$ cat config.mk
export PLATFORM = sky130hd
export DESIGN_NAME = logic_engine_arbiter
export DESIGN_NICKNAME = d
export VERILOG_FILES = /design/src/rtl/logic_engine_pkg.sv /design/src/rtl/logic_engine.sv /design/src/rtl/logic_engine_arbiter.sv
export SDC_FILE = /design/constraint.sdc
export NUM_CORES = 1
export LEC_CHECK = 0
export ABC_AREA = 1
export BUFFER_PORTS_ARGS = -buffer_cell sky130_fd_sc_hd__buf_2
export CORE_ASPECT_RATIO = 0.7
export CORE_MARGIN = 5
export CORE_UTILIZATION = 56
export DETAILED_ROUTE_END_ITERATION = 8
export PLACE_DENSITY = 0.93
export SETUP_SLACK_MARGIN = 0.02
export SLEW_MARGIN = 0
export SYNTH_ARGS = -nofsm -noshare
export SYNTH_HDL_FRONTEND = slang
export SYNTH_SLANG_ARGS = --single-unit
$ cat constraint.sdc
create_clock -name clk -period 3.77 [get_ports clk]
set_clock_uncertainty 0.15 [all_clocks]
set_input_delay 0.5655 -clock clk [delete_from_list [all_inputs] [get_ports clk]]
set_output_delay 0.5655 -clock clk [all_outputs]
set_load 0.02 [all_outputs]
$ cat src/rtl/logic_engine_pkg.sv
// Shared types and opcode constants for the logic_engine arbiter slice.
package logic_engine_pkg;

  localparam logic [1:0] OP_OR   = 2'b00;
  localparam logic [1:0] OP_NAND = 2'b01;
  localparam logic [1:0] OP_NOR  = 2'b10;
  localparam logic [1:0] OP_AND  = 2'b11;

  typedef enum logic [1:0] {
    ST_IDLE = 2'b00,
    ST_EXEC = 2'b01,
    ST_RESP = 2'b10
  } state_e;

  // Requester identifier: 0 or 1
  typedef logic req_id_t;

endpackage

$ cat src/rtl/logic_engine.sv
// Combinational bitwise logic engine: OR / NAND / NOR / AND on WIDTH-bit operands.
import logic_engine_pkg::*;

module logic_engine #(
  parameter int WIDTH = 8
) (
  input  logic [WIDTH-1:0] a_i,
  input  logic [WIDTH-1:0] b_i,
  input  logic [1:0]       op_i,
  output logic [WIDTH-1:0] y_o
);

  // Opcode decode; purely bitwise, no carries
  always_comb begin
    y_o = '0;
    unique case (op_i)
      OP_OR:   y_o = a_i | b_i;
      OP_NAND: y_o = ~(a_i & b_i);
      OP_NOR:  y_o = ~(a_i | b_i);
      OP_AND:  y_o = a_i & b_i;
      default: y_o = '0;
    endcase
  end

endmodule

$ cat src/rtl/logic_engine_arbiter.sv
// Two-requester round-robin front end for a single logic_engine.
// One operation in flight: IDLE (arbitrate/accept) -> EXEC (compute) -> RESP (hold until taken).
// Optional per-requester grant counters: define LOGIC_ENGINE_ARB_STATS_EN.
import logic_engine_pkg::*;

module logic_engine_arbiter #(
  parameter int WIDTH = 8,
  parameter int CNT_W = 16
) (
  input  logic             clk,
  input  logic             rst,
  input  logic             req0_valid,
  output logic             req0_ready,
  input  logic [WIDTH-1:0] req0_a,
  input  logic [WIDTH-1:0] req0_b,
  input  logic [1:0]       req0_op,
  input  logic             req1_valid,
  output logic             req1_ready,
  input  logic [WIDTH-1:0] req1_a,
  input  logic [WIDTH-1:0] req1_b,
  input  logic [1:0]       req1_op,
  output logic             rsp_valid,
  input  logic             rsp_ready,
  output logic [WIDTH-1:0] rsp_data,
  output logic             rsp_id
`ifdef LOGIC_ENGINE_ARB_STATS_EN
  ,
  output logic [CNT_W-1:0] grant_cnt0,
  output logic [CNT_W-1:0] grant_cnt1
`endif
);

  state_e           state_q, state_d;
  req_id_t          last_grant_q, id_q, win;
  logic [WIDTH-1:0] a_q, b_q, eng_y, rsp_data_q;
  logic [1:0]       op_q;
  logic             rsp_valid_q, rsp_id_q;
  logic             accept;

  // Round-robin pick; ready only in IDLE and only toward the winner
  always_comb begin
    if (req0_valid && req1_valid) win = ~last_grant_q;
    else if (req1_valid)          win = 1'b1;
    else                          win = 1'b0;
    req0_ready = (state_q == ST_IDLE) && req0_valid && (win == 1'b0);
    req1_ready = (state_q == ST_IDLE) && req1_valid && (win == 1'b1);
    accept     = req0_ready | req1_ready;
  end

  // Next-state logic
  always_comb begin
    state_d = state_q;
    unique case (state_q)
      ST_IDLE: if (accept) state_d = ST_EXEC;
      ST_EXEC: state_d = ST_RESP;
      ST_RESP: if (rsp_valid_q && rsp_ready) state_d = ST_IDLE;
      default: state_d = ST_IDLE;
    endcase
  end

  // State register
  always_ff @(posedge clk) begin
    if (rst) state_q <= ST_IDLE;
    else     state_q <= state_d;
  end

  // Capture the winner's operands and remember who was served
  always_ff @(posedge clk) begin
    if (rst) begin
      a_q          <= '0;
      b_q          <= '0;
      op_q         <= '0;
      id_q         <= 1'b0;
      last_grant_q <= 1'b1;  // requester 0 wins the first tie
    end else if (accept) begin
      a_q          <= win ? req1_a  : req0_a;
      b_q          <= win ? req1_b  : req0_b;
      op_q         <= win ? req1_op : req0_op;
      id_q         <= win;
      last_grant_q <= win;
    end
  end

  logic_engine #(.WIDTH(WIDTH)) u_engine (
    .a_i  (a_q),
    .b_i  (b_q),
    .op_i (op_q),
    .y_o  (eng_y)
  );

  // Response register: loaded in EXEC, held through RESP until consumed
  always_ff @(posedge clk) begin
    if (rst) begin
      rsp_valid_q <= 1'b0;
      rsp_data_q  <= '0;
      rsp_id_q    <= 1'b0;
    end else if (state_q == ST_EXEC) begin
      rsp_valid_q <= 1'b1;
      rsp_data_q  <= eng_y;
      rsp_id_q    <= id_q;
    end else if (rsp_valid_q && rsp_ready) begin
      rsp_valid_q <= 1'b0;
    end
  end

  assign rsp_valid = rsp_valid_q;
  assign rsp_data  = rsp_data_q;
  assign rsp_id    = rsp_id_q;

`ifdef LOGIC_ENGINE_ARB_STATS_EN
  logic [CNT_W-1:0] cnt0_q, cnt1_q;

  // Per-requester accept counters, wrapping modulo 2^CNT_W
  always_ff @(posedge clk) begin
    if (rst) begin
      cnt0_q <= '0;
      cnt1_q <= '0;
    end else begin
      if (req0_ready) cnt0_q <= cnt0_q + 1'b1;
      if (req1_ready) cnt1_q <= cnt1_q + 1'b1;
    end
  end

  assign grant_cnt0 = cnt0_q;
  assign grant_cnt1 = cnt1_q;
`endif

endmodule
== Word level (Yosys, flattened, before mapping) ==
Cells that the tools add are included.
Storage, ports and cells
  register bits after elaboration: 32
  input bits: 41
  output and inout bits: 12
  logic and storage cells: 44
Operators by class
  equality and inequality tests: 7
  mux-type cells: 11
  bitwise logic cells: 7
  reductions and logical operators: 10
Operators with widths (count)
  $pmux 8 s4: 1
  $mux 8: 2
  $not 8->8: 2
  $and 8x8->8: 1
  $or 8x8->8: 1
  $eq 2x2->1 const B: 3
  $logic_and 1x1->1: 6
  $mux 2: 3
  $pmux 2 s3: 1
  $eq 2x1->1 const B: 2
  $logic_not 2->1: 2
  $mux 1: 4
  $ne 2x2->1 const B: 2
  $not 1->1: 2
  $reduce_and 2->1: 1
  $reduce_bool 2->1: 1
  $or 1x1->1: 1

== Depth between registers and ports, before layout ==
Gate-level depths: netlist of the first run.
  word-level depth: 7
  depth in mapped cells: 7
  gate-level depth less buffers: 6

== Cells and area by module ==
Synthesis of the first run repeated with hierarchy kept, for this count alone.
Unflattened totals
  cell total of the unflattened synthesis: 336
  area, all modules: 1959.4 um^2
By module, submodules not included
  logic_engine_arbiter: instances 1, cells each 242, area an instance 1559.0 um^2
  logic_engine: instances 1, cells each 94, area an instance 400.4 um^2

== Worst setup path before layout of the first run ==
Ideal clock, no wire load.
  path kind: input -> output
  from: in req0_valid
  to: out req0_ready
  arrival: 1.340 ns
  data required time: 3.054 ns
  setup slack: 1.714 ns
  stages: 4
  path buffers: 2
  cells stage by stage: nand2_2 -> buf_2 -> buf_4 -> a21oi_1
Between the ends
  word-level cells in the longest chain between the ends: 4
Ends and longest elaborated chain
  start: declaration: RTL line logic_engine_arbiter.sv:12  | input logic req0_valid,
  $logic_and 1x1->1: RTL line logic_engine_arbiter.sv:42  | if (req0_valid && req1_valid) win = ~last_grant_q;
  $mux 1: RTL line logic_engine_arbiter.sv:42
  $not 1->1: RTL line logic_engine_arbiter.sv:45  | req0_ready = (state_q == ST_IDLE) && req0_valid && (win == 1'b0);
  $logic_and 1x1->1 *: RTL line logic_engine_arbiter.sv:45
  end: declaration: RTL line logic_engine_arbiter.sv:13  | output logic req0_ready,
Mark *: on every way between the ends. The rest lies on a longest branch, timed or not.

== Worst setup path in the final report of the first run ==
  from: in req0_valid
  to: out req1_ready
Between the ends
  word-level cells in the longest chain between the ends: 3
Ends and longest elaborated chain
  $logic_and 1x1->1: RTL line logic_engine_arbiter.sv:42
  $mux 1: RTL line logic_engine_arbiter.sv:42
  $logic_and 1x1->1: RTL line logic_engine_arbiter.sv:46  | req1_ready = (state_q == ST_IDLE) && req1_valid && (win == 1'b1);
  end: declaration: RTL line logic_engine_arbiter.sv:18  | output logic req1_ready,
No other way between the ends.

==> results.json, run 1 <==
{
  "final_hold_viol_count": 0,
  "core_sq_um": 3170,
  "synth-seq-cells": 32,
  "post-route-period-util_pct": 61.6,
  "ir_drop_uv": 202,
  "cts_tree": "built",
  "cts-hold-fix-buffers": 0,
  "synth_cell_types": 20,
  "crit_arrival_ps": 1610,
  "die_w_microns": 79.1,
  "fmax_mhz": 431,
  "nets": 375,
  "multiInputGateArea_sq_um": 1040,
  "slew-limit-headroom_pct": 53.4,
  "fin_crit_ps": 2320,
  "drt_first_pass_iters": 4,
  "max-cap-violations": 0,
  "cts_resized": 0,
  "drtIter0Drc": 128,
  "cts_setup_buffers": 0,
  "seq_area_sq_um": 641,
  "status": "completed",
  "slew_violations": 0,
  "h-tree-depth": 2,
  "start_util_pct": 59.0,
  "rsz0062_at_grt": "no",
  "reg2reg_to": "a_q[4]",
  "die_h_microns": 58.3,
  "clk_latency_ps": 280,
  "critPathLaunchType": "primary input",
  "area_growth_pct": 16.7,
  "grt_pass1_wl_microns": 7680,
  "cp.required_ps": 3050,
  "min_to": "id_q",
  "r2r_setup_slack_ps": 2040,
  "fin_area_sq_um": 2180,
  "power_density_nw_per_um2": 481,
  "fin_ws_ps": 1450,
  "p_leak_nw": 1.12,
  "finalSetupViolCount": 0,
  "grt_pass1_vias": 1786,
  "place_congestion": 0.846,
  "whs_path_depth": 2,
  "gr-total-overflow": 0,
  "synthesis.nets": 331,
  "dp_hpwl_microns": 3170,
  "preCtsSetupSlack_ps": 1460,
  "viasPerCell": 5.24,
  "drive_gt1_share_pct": 25.7,
  "io_buffers": 52,
  "cp-end-kind": "output port",
  "path_clk_slew_ps": 70,
  "vias": 1953,
  "grt_util_all_layers_pct": 20.7,
  "synth_area_per_cell_sq_um": 6.45,
  "fill_cells": 261,
  "cts_buffers": 5,
  "cp_max_fo": 21,
  "netlist_instances": 290,
  "drc_errors": 0,
  "netlist_area_sq_um": 1870,
  "yosysSeqAreaShare_pct": 34.3,
  "r2r_start": "last_grant_q",
  "diodes": 0,
  "design.die.area_sq_um": 4610,
  "cts_root_buf": "clkbuf_8",
  "path_class": "primary input to output port",
  "antenna_found_initial": 0,
  "drt-total-wl_microns": 4520,
  "clk_path_buf_depth": 2,
  "drtAntennaViolNets": 0,
  "hp-start": "id_q",
  "cts_sinks": 32,
  "ios": 53,
  "ys.warnings.count": 0,
  "hold_path.class": "flip-flop to flip-flop",
  "placed_area_sq_um": 2070,
  "grt_max_degree": 29,
  "tns_ps": 0,
  "wl_per_cell_microns": 12.1,
  "reg2reg_depth": 6,
  "tightestPinTransition_ps": 695,
  "num_rows": 17
}
flip-flops by register name, summed over array words and instances (netlist names):
signal	cells
rsp_data	8
rsp_id	1
rsp_valid	1
op_q	2
b_q	8
a_q	8
last_grant_q	1
id_q	1
state_q	2
logic make-up after synthesis:
kind of cell	count (synthesis)	share of synthesized area (%)
AO/OA/AOI/OAI	29	7.76
buffers and inverters	36	9.91
flip-flops	32	34.3
AND/OR/NAND/NOR	193	48.1
synth_stat cells, drive strengths merged:
library cell | n | area [sq um]
a21oi | 12 | 60.1
buf | 12 | 92.6
clkbuf | 3 | 11.3
clkinv | 2 | 7.51
dfxtp | 32 | 641
inv | 19 | 73.8
nand2 | 86 | 330
nand3 | 62 | 323
nor2 | 45 | 245
o21ai | 17 | 85.1
worst max-delay path: stages:
cell,delay [ps]
buf_2,110
nand2_2,310
nand3_4,280
inv_4,160
buf_2,170
power breakdown:
group | internal [mW] | total [mW] | switching (mW)
Sequential | 0.383 | 0.424 | 0.0414
Clock | 0.196 | 0.319 | 0.124
Combinational | 0.111 | 0.306 | 0.195
Total | 0.690 | 1.05 | 0.360
cells in the final DEF (no fill, tap or decap):
master,instances
nand2_1,83
nand3_1,61
buf_2,52
dfxtp_1,32
nor2_1,24
nor2_2,18
inv_1,17
o21ai_0,17
a21oi_1,12
clkbuf_8,5
nand2_2,3
nor2_4,2
clkinv_1,2
nand3_4,1
inv_4,1
inv_2,1
nor2_8,1
clkbuf_1,1
bufinv_16,1
clkinv_2,1
worst max path at each step:
stage                           from          to  slack [ps]  cells after the start
after global placement    req0_valid  req1_ready        1500                      5
after detailed placement  req0_valid  req1_ready        1460                      5
final                     req0_valid  req1_ready        1450                      5
after floorplan           req0_valid  req0_ready        1710                      4
after global routing      req0_valid  req1_ready        1360                      5
after CTS                 req0_valid  req1_ready        1450                      5
layout make-up:
cell class                      instances  share of cell area (%)
Tap cell                               38                    2.18
Multi-Input combinational cell        222                    47.8
Inverter                               21                    3.73
Timing Repair Buffer                   52                    11.9
Sequential cell                        32                    29.4
Clock inverter                          2                    1.61
Clock buffer                            6                    3.33
metrics by stage:
| stage | power (mW) | utilization [%] | hold WS [ps] | instances |
|---|---|---|---|---|
| 2_1_floorplan | 0.668 | - | 283 | 290 |
| 3_3_place_gp | 0.722 | 65.4 | 310 | 365 |
| 6_report | 1.05 | 68.8 | 341 | 373 |
| 3_5_place_dp | 0.732 | 65.4 | 329 | 365 |
| 5_1_grt | 1.12 | 68.8 | 358 | 373 |
| 4_1_cts | 1.05 | 68.8 | 339 | 373 |
metal layers:
| layer | global-route usage [%] | vias to the layer above | routed length [microns] | share of wire (%) |
|---|---|---|---|---|
| li1 | - | 1022 | - | - |
| met1 | 27.6 | 848 | 1960 | 43 |
| met2 | 33.6 | 77 | 2140 | 47 |
| met3 | 4.28 | 6 | 366 | 8.1 |
| met4 | 7.84 | 0 | 56 | 1.2 |
| met5 | 0 | - | 0 | 0 |
No activity file was read; power rests on OpenSTA's default activity.
==> inputs of run 2 (changes only) <==
--- a/config.mk
+++ b/config.mk
@@ -9,9 +9,9 @@
 export BUFFER_PORTS_ARGS = -buffer_cell sky130_fd_sc_hd__buf_2
 export CORE_ASPECT_RATIO = 0.7
 export CORE_MARGIN = 5
-export CORE_UTILIZATION = 56
+export CORE_UTILIZATION = 47
 export DETAILED_ROUTE_END_ITERATION = 8
-export PLACE_DENSITY = 0.93
+export PLACE_DENSITY = 0.84
 export SETUP_SLACK_MARGIN = 0.02
 export SLEW_MARGIN = 0
 export SYNTH_ARGS = -nofsm -noshare
==> constraint.sdc (replaced) <==
create_clock -name clk -period 2 [get_ports clk]
set_clock_uncertainty 0.15 [all_clocks]
set_input_delay 0.3 -clock clk [delete_from_list [all_inputs] [get_ports clk]]
set_output_delay 0.3 -clock clk [all_outputs]
set_load 0.02 [all_outputs]
==> run 2 against run 1 <==
Compared with the run above: hold slack got worse by 260 ps; count of clock-buffer cells in the layout decreased by 1; setup slack got worse by 1200 ps; sequential share of layout area decreased by 0.87 points; register-to-register slack got worse by 1500 ps; combinational power increased by 99%; largest cell class unchanged.
==> results.json, run 2 (synthesis results as in run 1) <==
{
  "drtAntennaViolNets": 0,
  "clk_latency_ps": 280,
  "hp-start": "rst",
  "critical-path-top-delay-family": "buffers and inverters",
  "die_w_microns": 85.4,
  "critPathSlowestCell": "dfxtp_1",
  "core_sq_um": 3870,
  "gr-total-overflow": 0,
  "p_leak_nw": 1.15,
  "grt_pass1_vias": 1769,
  "status": "completed",
  "diodes": 0,
  "grt_util_all_layers_pct": 18.0,
  "ios": 53,
  "tightestPinTransition_ps": 398,
  "grt_pass1_wl_microns": 7900,
  "cts_setup_buffers": 0,
  "cp_max_fo": 13,
  "cts_buffers": 5,
  "mostFrequentLayoutCell": "nand2_1",
  "viasPerCell": 4.94,
  "slew_violations": 0,
  "power_frac_seq_pct": 39.2,
  "cts_root_buf": "clkbuf_8",
  "p_sw_mw": 0.692,
  "drtIter0Drc": 117,
  "drive_gt1_share_pct": 27.3,
  "slowest_delay_ps": 350,
  "crit_start": "last_grant_q",
  "h-tree-depth": 2,
  "post-route-period-util_pct": 90.0,
  "io_buffers": 52,
  "p_int_mw": 1.32,
  "design.die.area_sq_um": 5360,
  "pwr-share-clk_pct": 30.5,
  "area_growth_pct": 20.2,
  "slew-limit-headroom_pct": 73.4,
  "fin_total_pwr_mw": 2.01,
  "crit_arrival_ps": 1350,
  "tns_ps": 0,
  "cp_cell_sequence": "nand2_2 -> buf_4 -> a21oi_1 -> buf_2",
  "cp.required_ps": 1550,
  "fmax_mhz": 556,
  "whs_ps": 79.2,
  "r2r_start": "state_q[1]",
  "path_class": "flip-flop to output port",
  "comb_power_share_pct": 30.3,
  "antenna_found_initial": 0,
  "fin_crit_ps": 1800,
  "cts_resized": 0,
  "critPathLaunchType": "flip-flop",
  "num_rows": 19,
  "die_h_microns": 62.8,
  "cts_tree": "built",
  "max-cap-violations": 0,
  "hold_path.class": "primary input to flip-flop",
  "power_density_nw_per_um2": 893,
  "place_congestion": 0.915,
  "cts_sinks": 32,
  "cp-end-kind": "output port",
  "rsz0062_at_grt": "no",
  "grt_max_degree": 22,
  "finalSetupViolCount": 0,
  "final_hold_viol_count": 0,
  "vias": 1940,
  "layout_common_cells": "nand2_1 (83), nand3_1 (61), buf_2 (52), dfxtp_1 (32), nor2_1 (24)",
  "nets": 381,
  "wl_per_cell_microns": 11.5,
  "critical_path_buf_inv_count": 2,
  "preCtsSetupSlack_ps": 405,
  "dp_hpwl_microns": 3410,
  "start_util_pct": 48.2,
  "cts-hold-fix-buffers": 0,
  "drt-total-wl_microns": 4530,
  "clk_path_buf_depth": 2,
  "path_clk_slew_ps": 70,
  "ir_drop_uv": 374,
  "drc_errors": 0,
  "drt_first_pass_iters": 4,
  "switching_share_pct": 34.5,
  "fin_ws_ps": 201
}
[run 2: path summary, 6_finish.rpt]
kind	to	slack [ps]	depth (start not counted)
min	rsp_valid	80	2
max reg2reg	a_q[3]	560	6
max	req0_ready	200	4
min reg2reg	id_q	330	2
[run 2: per-stage QoR]
| step | utilization [%] | instances | area, sq um |
|---|---|---|---|
| after global placement | 55.1 | 385 | 2140 |
| after CTS | 58.0 | 393 | 2250 |
| final | 58.0 | 393 | 2250 |
| after floorplan | - | 290 | 1870 |
| after global routing | 58.0 | 393 | 2250 |
| after detailed placement | 55.1 | 385 | 2140 |
[run 2: final cells by class]
| class | instances | area (sq um) |
|---|---|---|
| fillers | 378 | 1630 |
| multi-input cells | 222 | 1040 |
| flip-flops and latches | 32 | 641 |
| repair buffers | 58 | 305 |
| inverters | 21 | 81.3 |
| clock buffers | 5 | 68.8 |
| well taps | 52 | 65.1 |
| clock inverters | 3 | 42.5 |
[run 2: routing by layer]
layer | track usage, % | wire [microns]
met1 | 24.5 | 2110
met2 | 26.6 | 2020
met3 | 4.87 | 291
met4 | 7.31 | 102
met5 | 0 | 0
[run 2: power groups by stage]
| stage | combinational, mW | sequential, mW | clock (mW) |
|---|---|---|---|
| after floorplan | 0.449 | 0.809 | 0 |
| after global placement | 0.596 | 0.795 | 0 |
| after detailed placement | 0.603 | 0.798 | 0 |
| after CTS | 0.611 | 0.785 | 0.620 |
| after global routing | 0.693 | 0.800 | 0.652 |
| final | 0.608 | 0.787 | 0.612 |
==> inputs of run 3 (changes only) <==
--- a/config.mk
+++ b/config.mk
@@ -5,13 +5,12 @@
 export SDC_FILE = /design/constraint.sdc
 export NUM_CORES = 1
 export LEC_CHECK = 0
-export ABC_AREA = 1
 export BUFFER_PORTS_ARGS = -buffer_cell sky130_fd_sc_hd__buf_2
 export CORE_ASPECT_RATIO = 0.7
 export CORE_MARGIN = 5
-export CORE_UTILIZATION = 47
+export CORE_UTILIZATION = 40
 export DETAILED_ROUTE_END_ITERATION = 8
-export PLACE_DENSITY = 0.84
+export PLACE_DENSITY = 0.76
 export SETUP_SLACK_MARGIN = 0.02
 export SLEW_MARGIN = 0
 export SYNTH_ARGS = -nofsm -noshare
==> run 3 against run 2 <==
Compared with the run above: setup slack worse by 92 ps; routed wire length is 14% lower; hold slack better by 64 ps; synthesized cell count shrank 41%; global-route usage decreased by 3.0 points; clock power decreased by 12%; register-to-register slack worse by 290 ps; sequential power hardly changed; die area increased by 1.8%; via count decreased by 25%; critical path type unchanged.
==> results.json, run 3 <==
{
  "fin_ws_ps": 109,
  "hold_path.class": "primary input to flip-flop",
  "grt_max_degree": 33,
  "synth_ff_type": "dfxtp_1",
  "path_class": "flip-flop to output port",
  "start_util_pct": 41.4,
  "synth-seq-cells": 32,
  "yosysSeqAreaShare_pct": 39.4,
  "drt-total-wl_microns": 3880,
  "synth_cell_types": 27,
  "reg2reg_to": "a_q[5]",
  "hp-start": "rsp_ready",
  "cts_tree": "built",
  "design.die.area_sq_um": 5450,
  "diodes": 0,
  "layout_common_cells": "buf_2 (52), dfxtp_1 (32), a21oi_1 (29), mux2i_1 (18), nor2_1 (11)",
  "yosys.area.top_type": "dfxtp_1",
  "gr-total-overflow": 0,
  "grt_pass1_vias": 1279,
  "nets": 263,
  "cp-end-kind": "output port",
  "synth_most_common_cell": "dfxtp_1",
  "min_to": "rsp_valid",
  "synth_area_per_cell_sq_um": 9.44,
  "cts_buffers": 5,
  "r2r_setup_slack_ps": 270,
  "cts_setup_buffers": 0,
  "drtAntennaViolNets": 0,
  "netlist_area_sq_um": 1620,
  "reg2reg_depth": 3,
  "post-route-util_pct": 50.8,
  "path_clk_slew_ps": 70,
  "place_congestion": 0.763,
  "grt_pass1_wl_microns": 6330,
  "final_hold_viol_count": 0,
  "power_density_nw_per_um2": 880,
  "synthesis.nets": 213,
  "num_rows": 19,
  "cts-hold-fix-buffers": 0,
  "synthArstFlopShare_pct": 0,
  "preCtsSetupSlack_ps": 259,
  "ys_top_cells_by_count": "dfxtp_1 (32), a21oi_1 (29), mux2i_1 (18)",
  "synth_top_area_share_pct": 39.4,
  "cts_sinks": 32,
  "io_buffers": 52,
  "drtIter0Drc": 93,
  "ios": 53,
  "core_sq_um": 3920,
  "finalSetupViolCount": 0,
  "grt_util_all_layers_pct": 14.9,
  "critPathLaunchType": "flip-flop",
  "rsz0062_at_grt": "no",
  "netlist_instances": 172,
  "die_w_microns": 86.2,
  "whs_ps": 143,
  "vias": 1457,
  "h-tree-depth": 2,
  "r2r_start": "state_q[0]",
  "synth.area.top_cells": "dfxtp_1 (39%), mux2i_1 (11%), a21oi_1 (8.9%), a211oi_2 (7.7%), and3b_1 (4.3%)",
  "tns_ps": 0,
  "drive_gt1_share_pct": 35.1,
  "cp_max_fo": 7,
  "fin_crit_ps": 1890,
  "slew-limit-headroom_pct": 42.6,
  "whs_path_depth": 3,
  "cp.required_ps": 1550,
  "die_h_microns": 63.3,
  "ir_drop_uv": 470,
  "dp_hpwl_microns": 2820,
  "fmax_mhz": 529,
  "tightestPinTransition_ps": 861,
  "area_growth_pct": 22.8,
  "p_leak_nw": 0.869,
  "ys.warnings.count": 0,
  "synth_edf_count": 0,
  "cts_root_buf": "clkbuf_8",
  "slew_violations": 0,
  "antenna_found_initial": 0,
  "cts_resized": 0,
  "clk_latency_ps": 290,
  "wl_per_cell_microns": 14.1,
  "post-route-period-util_pct": 94.5,
  "status": "completed",
  "crit_arrival_ps": 1440,
  "mostFrequentLayoutCell": "buf_2",
  "viasPerCell": 5.32,
  "max-cap-violations": 0,
  "drt_first_pass_iters": 4,
  "clk_path_buf_depth": 2,
  "drc_errors": 0
}
run 3: kinds of logic (layout without fill, tap and decap cells):
logic type             Yosys count  after routing  share of synthesized area, %
AO/OA/AOI/OAI                   50             50                          21.9
buffers and inverters           14             64                          5.93
flip-flops                      32             32                          39.4
multiplexers                    18             18                          11.1
AND/OR/NAND/NOR                 58             58                          21.6
run 3: worst max-delay path, cell delays in order, from the launching register on:
cell and delay (ps):
dfxtp_1 370, or3b_2 520, nor2_1 100, buf_2 170
run 3: how the worst max path moves through the flow:
stage	startpoint	to	slack [ps]	depth (start not counted)
floorplan	state_q[0]	req0_ready	440	2
global placement	req0_valid	b_q[0]	300	4
detailed placement	req0_valid	a_q[5]	260	4
CTS	state_q[0]	req0_ready	120	3
global route	state_q[0]	op_q[0]	40	3
finish	state_q[0]	req0_ready	110	3
run 3: layout make-up:
cell class	count	area, sq um
sequential	32	641
tap	52	65.1
fill	400	1930
timing repair buffer	57	302
clock buffer	7	96.3
multi-input combinational	126	891
run 3: layer usage:
| layer | part of all wire (%) | GRT usage, % | up-vias | wire (microns) |
|---|---|---|---|---|
| met4 | 1.7 | 6.52 | 0 | 66 |
| li1 | - | - | 741 | - |
| met2 | 40 | 18.2 | 48 | 1560 |
| met5 | 0 | 0 | - | 0 |
| met3 | 7.6 | 4.17 | 7 | 295 |
| met1 | 50 | 23.3 | 661 | 1950 |
run 3: per-stage QoR:
step	cell area (sq um)	std cells	total power, mW
final	1990	274	1.75
after global routing	1990	274	1.86
after CTS	1990	274	1.77
after detailed placement	1890	267	1.23
after global placement	1890	267	1.22
after floorplan	1620	172	1.11
run 3: power breakdown:
group          internal [mW]  switching, mW  total [mW]
clock                  0.306          0.234       0.540
sequential             0.719         0.0685       0.787
combinational          0.191          0.235       0.427
